### src/rtl/approx_error_monitor_if.sv
// Handshake/result bundle between the error monitor and its environment.
// Carries the sweep control, the vector to the approximate DUT, its response and the results.
// master drives start and the DUT response; slave is the monitor itself.
interface approx_error_monitor_if #(
    parameter int IN_W  = 4,
    parameter int OUT_W = 3
);
    logic              start;
    logic [IN_W-1:0]   approx_in;
    logic [OUT_W-1:0]  approx_out;
    logic              busy;
    logic              done;
    logic [OUT_W-1:0]  max_err;
    logic [IN_W:0]     err_count;
    logic [IN_W-1:0]   worst_vec;
    logic              violation;

    modport master (
        output start,
        output approx_out,
        input  approx_in,
        input  busy,
        input  done,
        input  max_err,
        input  err_count,
        input  worst_vec,
        input  violation
    );

    modport slave (
        input  start,
        input  approx_out,
        output approx_in,
        output busy,
        output done,
        output max_err,
        output err_count,
        output worst_vec,
        output violation
    );
endinterface

### src/rtl/approx_error_monitor.sv
// Exhaustive sweep checker: drives every vector into a combinational approx abs_diff and scores it against exact |a-b|.
// Latency: one vector per cycle, 2^IN_W cycles per sweep; results valid when done rises.
// Backpressure: none; start is honoured only in IDLE/DONE and ignored while sweeping.
module approx_error_monitor #(
    parameter int IN_W  = 4,
    parameter int OUT_W = 3,
    parameter int ET    = 4
) (
    input logic                  clk,
    input logic                  rst_n,
    approx_error_monitor_if.slave bus
);
    localparam int OP_W = IN_W / 2;
    // One extra bit so the threshold compare never truncates ET.
    localparam logic [OUT_W:0] ET_CMP = (OUT_W + 1)'(ET);

    typedef enum logic [1:0] {
        IDLE  = 2'd0,
        SWEEP = 2'd1,
        DONE  = 2'd2
    } state_t;

    state_t           state_q,     state_d;
    logic [IN_W-1:0]  approx_in_q, approx_in_d;
    logic [OUT_W-1:0] max_err_q,   max_err_d;
    logic [IN_W:0]    err_count_q, err_count_d;
    logic [IN_W-1:0]  worst_vec_q, worst_vec_d;
    logic             violation_q, violation_d;
    logic             busy_q,      busy_d;
    logic             done_q,      done_d;

    logic [OP_W-1:0]  op_a;
    logic [OP_W-1:0]  op_b;
    logic [OP_W-1:0]  exact_op;
    logic [OUT_W-1:0] exact;
    logic [OUT_W-1:0] err;
    logic             last_vec;

    // Reference |a-b| and the error of the approximate response for the current vector.
    always_comb begin
        op_a     = approx_in_q[OP_W-1:0];
        op_b     = approx_in_q[IN_W-1:OP_W];
        exact_op = (op_a >= op_b) ? (op_a - op_b) : (op_b - op_a);
        exact    = OUT_W'(exact_op);
        err      = (exact >= bus.approx_out) ? (exact - bus.approx_out)
                                             : (bus.approx_out - exact);
        last_vec = &approx_in_q;
    end

    // Next-state and statistics update; a fresh start clears all results.
    always_comb begin
        state_d     = state_q;
        approx_in_d = approx_in_q;
        max_err_d   = max_err_q;
        err_count_d = err_count_q;
        worst_vec_d = worst_vec_q;
        violation_d = violation_q;
        busy_d      = busy_q;
        done_d      = done_q;
        case (state_q)
            IDLE, DONE: begin
                if (bus.start) begin
                    state_d     = SWEEP;
                    approx_in_d = '0;
                    max_err_d   = '0;
                    err_count_d = '0;
                    worst_vec_d = '0;
                    violation_d = 1'b0;
                    busy_d      = 1'b1;
                    done_d      = 1'b0;
                end
            end
            SWEEP: begin
                if (err != '0) begin
                    err_count_d = err_count_q + (IN_W + 1)'(1);
                end
                // Strictly greater: on a tie the earlier vector stays the worst.
                if (err > max_err_q) begin
                    max_err_d   = err;
                    worst_vec_d = approx_in_q;
                end
                if ({1'b0, err} > ET_CMP) begin
                    violation_d = 1'b1;
                end
                // Wraps to 0 after the last vector, so DONE presents vector 0.
                approx_in_d = approx_in_q + IN_W'(1);
                if (last_vec) begin
                    state_d = DONE;
                    busy_d  = 1'b0;
                    done_d  = 1'b1;
                end
            end
            default: begin
                state_d = IDLE;
            end
        endcase
    end

    // State and all registered outputs; reset drops any partial sweep.
    always_ff @(posedge clk or negedge rst_n) begin
        if (!rst_n) begin
            state_q     <= IDLE;
            approx_in_q <= '0;
            max_err_q   <= '0;
            err_count_q <= '0;
            worst_vec_q <= '0;
            violation_q <= 1'b0;
            busy_q      <= 1'b0;
            done_q      <= 1'b0;
        end else begin
            state_q     <= state_d;
            approx_in_q <= approx_in_d;
            max_err_q   <= max_err_d;
            err_count_q <= err_count_d;
            worst_vec_q <= worst_vec_d;
            violation_q <= violation_d;
            busy_q      <= busy_d;
            done_q      <= done_d;
        end
    end

    assign bus.approx_in = approx_in_q;
    assign bus.busy      = busy_q;
    assign bus.done      = done_q;
    assign bus.max_err   = max_err_q;
    assign bus.err_count = err_count_q;
    assign bus.worst_vec = worst_vec_q;
    assign bus.violation = violation_q;
endmodule
### src/flat_wrapper.sv
// flat-port wrapper written by rule: the top's interface ports become plain ports
module approx_error_monitor_flat 
#(
    parameter int IN_W  = 4,
    parameter int OUT_W = 3,
    parameter int ET    = 4
)
  (clk, rst_n, bus_start, bus_approx_out, bus_approx_in, bus_busy, bus_done, bus_max_err, bus_err_count, bus_worst_vec, bus_violation);
  approx_error_monitor_if #(.IN_W(IN_W), .OUT_W(OUT_W)) bus_i ();
  input logic clk;
  input logic rst_n;
  input wire logic [$bits(bus_i.start)-1:0] bus_start;
  input wire logic [$bits(bus_i.approx_out)-1:0] bus_approx_out;
  output wire logic [$bits(bus_i.approx_in)-1:0] bus_approx_in;
  output wire logic [$bits(bus_i.busy)-1:0] bus_busy;
  output wire logic [$bits(bus_i.done)-1:0] bus_done;
  output wire logic [$bits(bus_i.max_err)-1:0] bus_max_err;
  output wire logic [$bits(bus_i.err_count)-1:0] bus_err_count;
  output wire logic [$bits(bus_i.worst_vec)-1:0] bus_worst_vec;
  output wire logic [$bits(bus_i.violation)-1:0] bus_violation;
  assign bus_i.start = bus_start;
  assign bus_i.approx_out = bus_approx_out;
  assign bus_approx_in = bus_i.approx_in;
  assign bus_busy = bus_i.busy;
  assign bus_done = bus_i.done;
  assign bus_max_err = bus_i.max_err;
  assign bus_err_count = bus_i.err_count;
  assign bus_worst_vec = bus_i.worst_vec;
  assign bus_violation = bus_i.violation;
  approx_error_monitor #(.IN_W(IN_W), .OUT_W(OUT_W), .ET(ET)) u_core (.clk(clk), .rst_n(rst_n), .bus(bus_i));
endmodule
### config.mk
export PLATFORM = sky130hd
export DESIGN_NAME = approx_error_monitor_flat
export DESIGN_NICKNAME = d
export VERILOG_FILES = /design/src/rtl/approx_error_monitor_if.sv /design/src/rtl/approx_error_monitor.sv /design/src/flat_wrapper.sv
export SDC_FILE = /design/constraint.sdc
export NUM_CORES = 1
export LEC_CHECK = 0
export CAP_MARGIN = 20
export CORE_UTILIZATION = 51
export DETAILED_ROUTE_END_ITERATION = 12
export PLACE_DENSITY = 0.79
export SLEW_MARGIN = 15
export SYNTH_ARGS = -nofsm -noshare
export SYNTH_HDL_FRONTEND = slang
export SYNTH_SLANG_ARGS = --single-unit
### constraint.sdc
create_clock -name clk -period 3.8 [get_ports clk]
set_input_delay 0.38 -clock clk [delete_from_list [all_inputs] [get_ports clk]]
set_output_delay 0.38 -clock clk [all_outputs]
set_load 0.05 [all_outputs]
==> results.yml, run 1 <==
outcome:
  status: "completed"
synth:
  synth_area_per_cell_sq_um: 9.87
  synth_seq_cells: 21
  synth.area.top_cells: "dfrtp_1, ha_1, nand2_1"
  syn_area_sq_um: 1270
  yosysTopAreaCell: "dfrtp_1"
  synth.net_count: 150
  yosys.area.top_type_share: 0.413
  yosys_warnings: 0
  synth-seq-area-share: 0.413
  synth_cell_types: 32
  syn_inst: 129
critical_path:
  crit_type: "reg -> reg"
  timing.critical_path.slowest_stage_cell: "fa_1"
  critPathMaxFanout: 12
  crit_arrival_ps: 3810
  crit_path_frequent_cell: "ha_1"
  cp_cell_sequence: "inv_1 -> ha_1 -> fa_1 -> nand3_1 -> o21ai_0 -> a21o_1 -> ha_1 -> inv_1 -> o31ai_4 -> mux2i_2 -> ha_1 -> nor2b_1 -> o21a_1 -> o21a_2 -> mux2_2"
  cp_num_buf_inv: 2
  critPathCaptureType: "register"
  cp_top_family: "adder cells"
  start_kind: "register"
  max_stage_delay_ps: 420
  crit_required_ps: 4000
clock_network:
  ctsRootBufferMaster: "clkbuf_4"
  clock-sinks: 21
  cts_hold_buf: 0
  worst_skew_pair.late_latency_ps: 300
  h-tree-depth: 1
  cts.clk_slew.worst_paths_ps: 120
  clockBufferDepth: 2
  numCtsBuffers: 3
  cts_tree: "yes"
flow_run:
  cap_violations: 0
finish:
  fin_nets: 182
  area_growth_syn_to_layout_pct: 27.5
  diodes: 0
  drive_above_1_share: 0.106
sta:
  hold_viol: 0
  max_freq_mhz: 278
  slew_viol_final: 0
  period_share: 0.948
  final-setup-viol-count: 0
  fin_tns_setup_ps: 0
  fin_skew_ps: 1.29
  rsz0062_at_grt: "no"
  slew_headroom: 0.378
  worst_pin_slew_ps: 930
  fin_crit_ps: 3600
drt:
  wl_microns: 2670
  route.vias.total: 1014
  routed_via_density: 5.39
  antenna_left: 0
  route.detailed.drc: 0
  drt-initial-drc-count: 19
  wl_per_cell_microns: 14.2
  firstDrtPassIters: 4
global_route:
  use_met3: 0.0351
  busiest_layer: "met2"
  grtUsageMet1: 0.291
  grt_pass1_wl_microns: 4530
  grt_remaining_overflow: 0
  grt_max_degree: 22
  use_met2: 0.400
  grt_usage: 0.230
  antenna_found_initial: 0
  grt_pass1_vias: 1025
min_path:
  min_path_type: "reg -> reg"
die:
  core_sq_um: 2280
  start_util: 0.560
  die_area_sq_um: 2700
  num_rows: 17
  io_pins: 25
  die_h_microns: 52.0
  die_x_microns: 52.0
place:
  portBuffers: 24
  place.gp.congestion: 0.837
  dp_hpwl_microns: 2040
[routing by layer]
layer,share of wire,wire length (microns)
met2,0.48,1290
met1,0.48,1270
met4,0.011,30
met3,0.030,81
met5,0,0
[cell usage in the layout (no fill, tap or decap), types with 2 or more instances in the layout]
cell	n
clkdlybuf4s50_1	24
and3_1	2
inv_1	12
a21oi_1	4
a22o_1	2
mux2i_1	4
nand4_1	3
clkbuf_4	3
o21ai_0	8
nor2b_1	5
dfrtp_1	20
ha_1	12
nand3_1	3
fa_1	3
a21o_1	3
nor2_1	5
mux2_2	2
nand2b_1	5
nand2_1	17
buf_4	6
[final cells by class]
class                   count  area [sq um]
multi-input cells          93           704
clock buffers               3          22.5
repair buffers             30           285
well taps                  28          35.0
clock inverters             1          5.00
fillers                   169           652
flip-flops and latches     21           527
inverters                  12          45.0
[cells by family (layout without fill, tap and decap cells)]
family,after synthesis,count (layout),share of synthesized area
and+or+nand+nor,42,42,0.161
xor gates and xnor gates,1,1,0.00688
adders and majority gates,15,15,0.165
muxes,8,8,0.0688
buffers and inverters,15,46,0.0452
AOI/OAI and AO/OA,27,27,0.140
DFF,21,21,0.413
[path summary, 6_finish.rpt]
path	startpoint	endpoint	slack [ps]	depth (start not counted)
worst max-delay path	u_core.bus.approx_in[0]$_DFFE_PN0P_	u_core.bus.max_err[2]$_DFFE_PN0P_	200	15
worst min register to register	u_core.bus.err_count[4]$_DFFE_PN0P_	u_core.bus.err_count[4]$_DFFE_PN0P_	490	1
worst min-delay path	u_core.bus.err_count[4]$_DFFE_PN0P_	u_core.bus.err_count[4]$_DFFE_PN0P_	490	1
worst max register to register	u_core.bus.approx_in[0]$_DFFE_PN0P_	u_core.bus.max_err[2]$_DFFE_PN0P_	200	15
max in group asynchronous	rst_n	u_core.bus.approx_in[0]$_DFFE_PN0P_	2600	1
min in group asynchronous	rst_n	u_core.bus.approx_in[3]$_DFFE_PN0P_	580	1
[synthesized netlist by cell type]
cell       n
clkbuf_1   2
nand3_1    3
fa_1       3
nand2_1   17
a31o_1     1
o211ai_1   1
inv_1     12
a21oi_1    4
ha_1      12
o31ai_1    1
o21ai_0    8
nor2_1     5
mux2i_1    5
dfrtp_1   21
buf_2      1
a32o_1     1
xnor2_1    1
or2b_1     1
and2_1     1
mux2_4     1
o22ai_1    1
mux2_2     2
o31ai_2    1
nor2b_1    5
nand2b_1   5
nand4_1    3
o21a_1     2
a31oi_1    1
o21ai_1    1
a22o_1     2
and3_1     2
a21o_1     3
[registers in the layout, summed over array words and instances, names as in the netlist]
name                  flops
u_core.bus.approx_in      4
u_core.bus.busy           1
u_core.bus.done           1
u_core.bus.err_count      5
u_core.bus.max_err        3
u_core.bus.violation      1
u_core.bus.worst_vec      4
u_core.state_q            2
[stage by stage]
| step | hold WS, ps | area, sq um | utilization | worst slack, ps | cells |
|---|---|---|---|---|---|
| floorplan | 84.4 | 1270 | - | 58.6 | 129 |
| global placement | 459 | 1570 | 0.689 | 178 | 182 |
| detailed placement | 469 | 1570 | 0.689 | 7.52 | 182 |
| CTS | 495 | 1600 | 0.704 | 52.3 | 187 |
| global route | 527 | 1620 | 0.714 | 21.0 | 188 |
| finish | 491 | 1620 | 0.714 | 199 | 188 |
[what timing repair did]
action,CTS,global route
gates resized for setup,0,3
setup endpoints to repair,1,7
pin swaps,0,1
buffers inserted,1,1
Power of run 1 is not shown: default switching activity piles up to over one toggle a cycle in this logic, so the estimate is an artifact.
==> run 2: changes to the inputs <==
Settings changed: ABC_AREA set to 1.
==> results.yml, run 2 <==
synth:
  synth.area.top_cells: "dfrtp_1, ha_1, nand2_1"
  synth_edf_count: 0
  synth.net_count: 170
  ys.flop_type: "dfrtp_1"
  synth_seq_cells: 21
  syn_area_sq_um: 1280
  yosys.area.top_type_share: 0.409
  synth_cell_types: 24
  yosys_warnings: 0
  synthArstFlopShare: 1.00
  yosysTopAreaCell: "dfrtp_1"
  netlist_top_cells_count: "nand2_1, dfrtp_1, inv_1, nand3_1, o21ai_0"
  synth-seq-area-share: 0.409
  yosysMostFrequentCell: "nand2_1"
  syn_inst: 149
  synth_area_per_cell_sq_um: 8.62
finish:
  drive_above_1_share: 0.0966
  ff_latch_area_sq_um: 526
  fin_nets: 198
  fill_cells: 199
  largest_reg_flops: 5
  area_growth_syn_to_layout_pct: 23.9
  diodes: 0
  final_common_cell: "nand2_1"
  layout_common_cells: "nand2_1, clkdlybuf4s50_1, dfrtp_1"
  multiInputGateArea_sq_um: 672
flow_run:
  cap_violations: 0
sta:
  worst_pin_slew_ps: 910
  slew_viol_final: 0
  fin_skew_ps: 4.01
  hold_viol: 0
  final-setup-viol-count: 0
  rsz0062_at_grt: "no"
  fin_crit_ps: 3430
  fin_tns_setup_ps: 0
  slew_headroom: 0.391
  max_freq_mhz: 292
  period_share: 0.902
critical_path:
  reg2reg_from: "u_core.bus.approx_in[0]$_DFFE_PN0P_"
  max_stage_delay_ps: 430
  cp.depth: 19
  crit_arrival_ps: 3610
  start_kind: "register"
  cp_top_family: "adder cells"
  crit_required_ps: 3990
  crit_type: "reg -> reg"
  crit_start: "u_core.bus.approx_in[0]$_DFFE_PN0P_"
  crit_path_frequent_cell: "inv_1"
  critPathMaxFanout: 7
  cp_num_buf_inv: 4
  timing.critical_path.slowest_stage_cell: "dfrtp_1"
  r2r_cells: 19
  critPathCaptureType: "register"
  cp_cell_sequence: "inv_1 -> ha_1 -> fa_1 -> a21boi_0 -> o21ai_1 -> inv_1 -> fa_1 -> inv_1 -> nand2_1 -> nand2_1 -> nand3_1 -> nand2_2 -> inv_1 -> ha_1 -> nand2_1 -> o21ai_2 -> nand3_2 -> nand3_1 -> o21ai_0"
drt:
  wl_microns: 2660
  route.detailed.drc: 0
  firstDrtPassIters: 5
  drt-initial-drc-count: 23
  route.vias.total: 1067
  wl_per_cell_microns: 13.0
  antenna_left: 0
  routed_via_density: 5.23
global_route:
  antenna_found_initial: 0
  busiest_layer: "met2"
  grt_pass1_wl_microns: 4850
  use_met2: 0.444
  grt_pass1_vias: 1139
  grtUsageMet1: 0.295
  grt_usage: 0.244
  use_met3: 0.0377
  grt_remaining_overflow: 0
  grt_max_degree: 22
die:
  die_h_microns: 52.2
  die_x_microns: 52.2
  num_rows: 17
  start_util: 0.559
  die_area_sq_um: 2720
  core_sq_um: 2300
  io_pins: 25
clock_network:
  h-tree-depth: 1
  cts_tree: "yes"
  clockBufferDepth: 2
  numCtsBuffers: 3
  cts.clk_slew.worst_paths_ps: 120
  worst_skew_pair.late_latency_ps: 300
  clock-sinks: 21
  ctsRootBufferMaster: "clkbuf_4"
min_path:
  holdPathStages: 2
  min_path_type: "reg -> reg"
  hp-start: "u_core.bus.violation$_DFFE_PN0P_"
outcome:
  status: "completed"
place:
  place.gp.congestion: 0.847
  portBuffers: 24
  dp_hpwl_microns: 2060
[run 2: changes by cell type in the layout (fill, tap and decap cells not counted), moves of 3 or more]
cell	delta
nand3_1	+12
nand2b_1	-5
xor2_1	+3
inv_1	+7
o21ai_0	+4
nor2b_1	-5
nand2_1	+17
buf_4	-5
nand2_2	+3
nand3b_1	+3
mux2i_1	-4
inv_2	+3
a21o_1	-3
[run 2: area by class of cell]
class,instances,area share
Clock inverter,1,0.00315
Tap cell,28,0.0220
Timing Repair Buffer,25,0.156
Sequential cell,21,0.330
Inverter,22,0.0519
Clock buffer,3,0.0142
Multi-Input combinational cell,104,0.423
[run 2: worst paths after layout]
path	end	slack (ps)
min in group asynchronous	u_core.bus.max_err[0]$_DFFE_PN0P_	570
min	u_core.bus.violation$_DFFE_PN0P_	490
max reg2reg	u_core.bus.worst_vec[1]$_DFFE_PN0P_	370
min reg2reg	u_core.bus.violation$_DFFE_PN0P_	490
max	u_core.bus.worst_vec[1]$_DFFE_PN0P_	370
max in group asynchronous	u_core.bus.approx_in[3]$_DFFE_PN0P_	2670
[run 2: worst min-delay path: stages (launching register included)]
cell and delay (ps):
dfrtp_1 360, nand2_1 50, nand2_1 50
[run 2: per-stage QoR]
stage                     cells  utilization  instance area [sq um]  hold slack (ps)  setup WS [ps]
after floorplan             149            -                   1280             84.4            160
after global placement      199        0.673                   1550              461            359
after detailed placement    199        0.673                   1550              466            142
after CTS                   203        0.685                   1570              497           96.1
after global routing        204        0.692                   1590              550           37.5
final                       204        0.692                   1590              494            371
[run 2: kinds of logic (layout without fill, tap and decap cells)]
group	after synthesis	count (layout)	synth area share
DFF	21	21	0.409
buffers and inverters	24	51	0.0741
adders and majority gates	15	15	0.164
AOI/OAI and AO/OA	20	20	0.0809
and+or+nand+nor	66	66	0.251
xor gates and xnor gates	3	3	0.0205
[run 2: layer usage]
metal	up-vias	wire, microns
met4	0	21
met5	-	0
met1	509	1210
li1	541	-
met2	15	1370
met3	2	63
[run 2: repair_timing]
item                                    in CTS  in global routing
resized for setup                            0                  3
hold buffers                                 0                  0
buffers inserted                             0                  1
endpoints found under the setup margin       0                  7
hold endpoints to repair                     0                  0
Power of run 2 is left out for the same reason.
==> run 3: changes to the inputs <==
Clock period 3.8 ns to 3.5 ns, I/O delays scaled along.
==> results.yml, run 3 (same netlist as run 2, synthesis figures left out) <==
outcome:
  status: "completed"
place:
  dpl.cell_count: 201
  dp_hpwl_microns: 1950
  portBuffers: 24
  place.gp.congestion: 0.780
global_route:
  grt_usage: 0.227
  grt_remaining_overflow: 0
  antenna_found_initial: 0
  grt_pass1_vias: 1072
  grt_pass1_wl_microns: 4550
  grt_max_degree: 22
finish:
  fin_util: 0.712
  final_common_cell: "nand2_1"
  fin_nets: 200
  instances_no_fill: 206
  largest_reg_flops: 5
  layout_common_cells: "nand2_1, clkdlybuf4s50_1, inv_1, dfrtp_1, nand3_1"
  diodes: 0
  area_growth_syn_to_layout_pct: 27.4
  fill_cells: 187
  drive_above_1_share: 0.135
sta:
  max_freq_mhz: 300
  worst_pin_slew_ps: 940
  hold_viol: 0
  period_share: 0.952
  slew_viol_final: 0
  fin_crit_ps: 3330
  slew_headroom: 0.371
  final-setup-viol-count: 0
  fin_skew_ps: 3.59
critical_path:
  crit_required_ps: 3740
  critPathMaxFanout: 7
  critPathCaptureType: "register"
  start_kind: "register"
  r2r_cells: 18
  crit_type: "reg -> reg"
  crit_arrival_ps: 3570
clock_network:
  clock-sinks: 21
  worst_skew_pair.late_latency_ps: 310
  h-tree-depth: 1
  ctsRootBufferMaster: "clkbuf_4"
  cts.clk_slew.worst_paths_ps: 130
  numCtsBuffers: 3
  cts_hold_buf: 0
  cts_tree: "yes"
  clockBufferDepth: 2
drt:
  route.vias.total: 1102
  firstDrtPassIters: 4
  antenna_left: 0
  drt-initial-drc-count: 11
  route.detailed.drc: 0
  wl_microns: 2580
  routed_via_density: 5.35
  wl_per_cell_microns: 12.5
die:
  die_area_sq_um: 2720
  die_x_microns: 52.2
  core_sq_um: 2300
  num_rows: 17
  io_pins: 25
  start_util: 0.559
  die_h_microns: 52.2
flow_run:
  cap_violations: 0
min_path:
  holdPathStages: 2
  min_path_type: "reg -> reg"
run 3: cell types whose count changed in the layout (fill, tap and decap cells not counted), sizes merged:
cell  previous run  this run
buf              1         3
run 3: metrics by stage:
step	TNS (ps)	hold slack, ps	instance area [sq um]	setup WS (ps)
after floorplan	0	54.4	1280	5.64
after global placement	0	462	1560	151
after detailed placement	-27.6	469	1560	-18.9
after CTS	0	500	1590	36.7
after global routing	-101	532	1640	-41.3
final	0	494	1640	166
run 3: layer usage:
metal,wire length [microns],track usage
met5,0,0
met1,1180,0.290
met2,1270,0.395
met4,41,0.0658
met3,87,0.0348
run 3: timing repair:
action,4_1_cts,5_1_grt
pin swaps,0,3
resized for setup,1,9
endpoints found under the hold margin,0,0
buffers inserted,0,1
setup endpoints to repair,7,7
run 3: layout make-up:
class | instances | area, sq um | area share
clock buffers | 3 | 22.5 | 0.0138
clock inverters | 1 | 5.00 | 0.00306
inverters | 22 | 82.6 | 0.0505
multi-input cells | 104 | 699 | 0.428
flip-flops and latches | 21 | 528 | 0.323
well taps | 28 | 35.0 | 0.0214
repair buffers | 27 | 263 | 0.161
run 3: path summary, 6_finish.rpt:
kind | startpoint | endpoint | slack [ps]
setup / recovery | u_core.bus.approx_in[0]$_DFFE_PN0P_ | u_core.bus.worst_vec[0]$_DFFE_PN0P_ | 170
hold reg to reg | u_core.bus.busy$_DFFE_PN0P_ | u_core.bus.busy$_DFFE_PN0P_ | 490
min in group asynchronous | rst_n | u_core.bus.violation$_DFFE_PN0P_ | 540
hold / removal | u_core.bus.busy$_DFFE_PN0P_ | u_core.bus.busy$_DFFE_PN0P_ | 490
setup reg to reg | u_core.bus.approx_in[0]$_DFFE_PN0P_ | u_core.bus.worst_vec[0]$_DFFE_PN0P_ | 170
max in group asynchronous | rst_n | u_core.bus.approx_in[0]$_DFFE_PN0P_ | 2330
run 3: worst max-delay path, cell delays in order, from the launching register on:
cell and delay [ps]:
dfrtp_2 380, inv_1 70, ha_1 210, fa_1 360, a21boi_2 170, o21ai_2 180, inv_1 100, fa_1 420
inv_1 70, nand2_1 50, nand2_1 50, nand3_1 80, nand2_2 110, inv_1 90, ha_4 280, nand2_1 60
o21ai_2 220, nand3_2 170, o21ai_0 200
Power of run 3 is left out for the same reason.
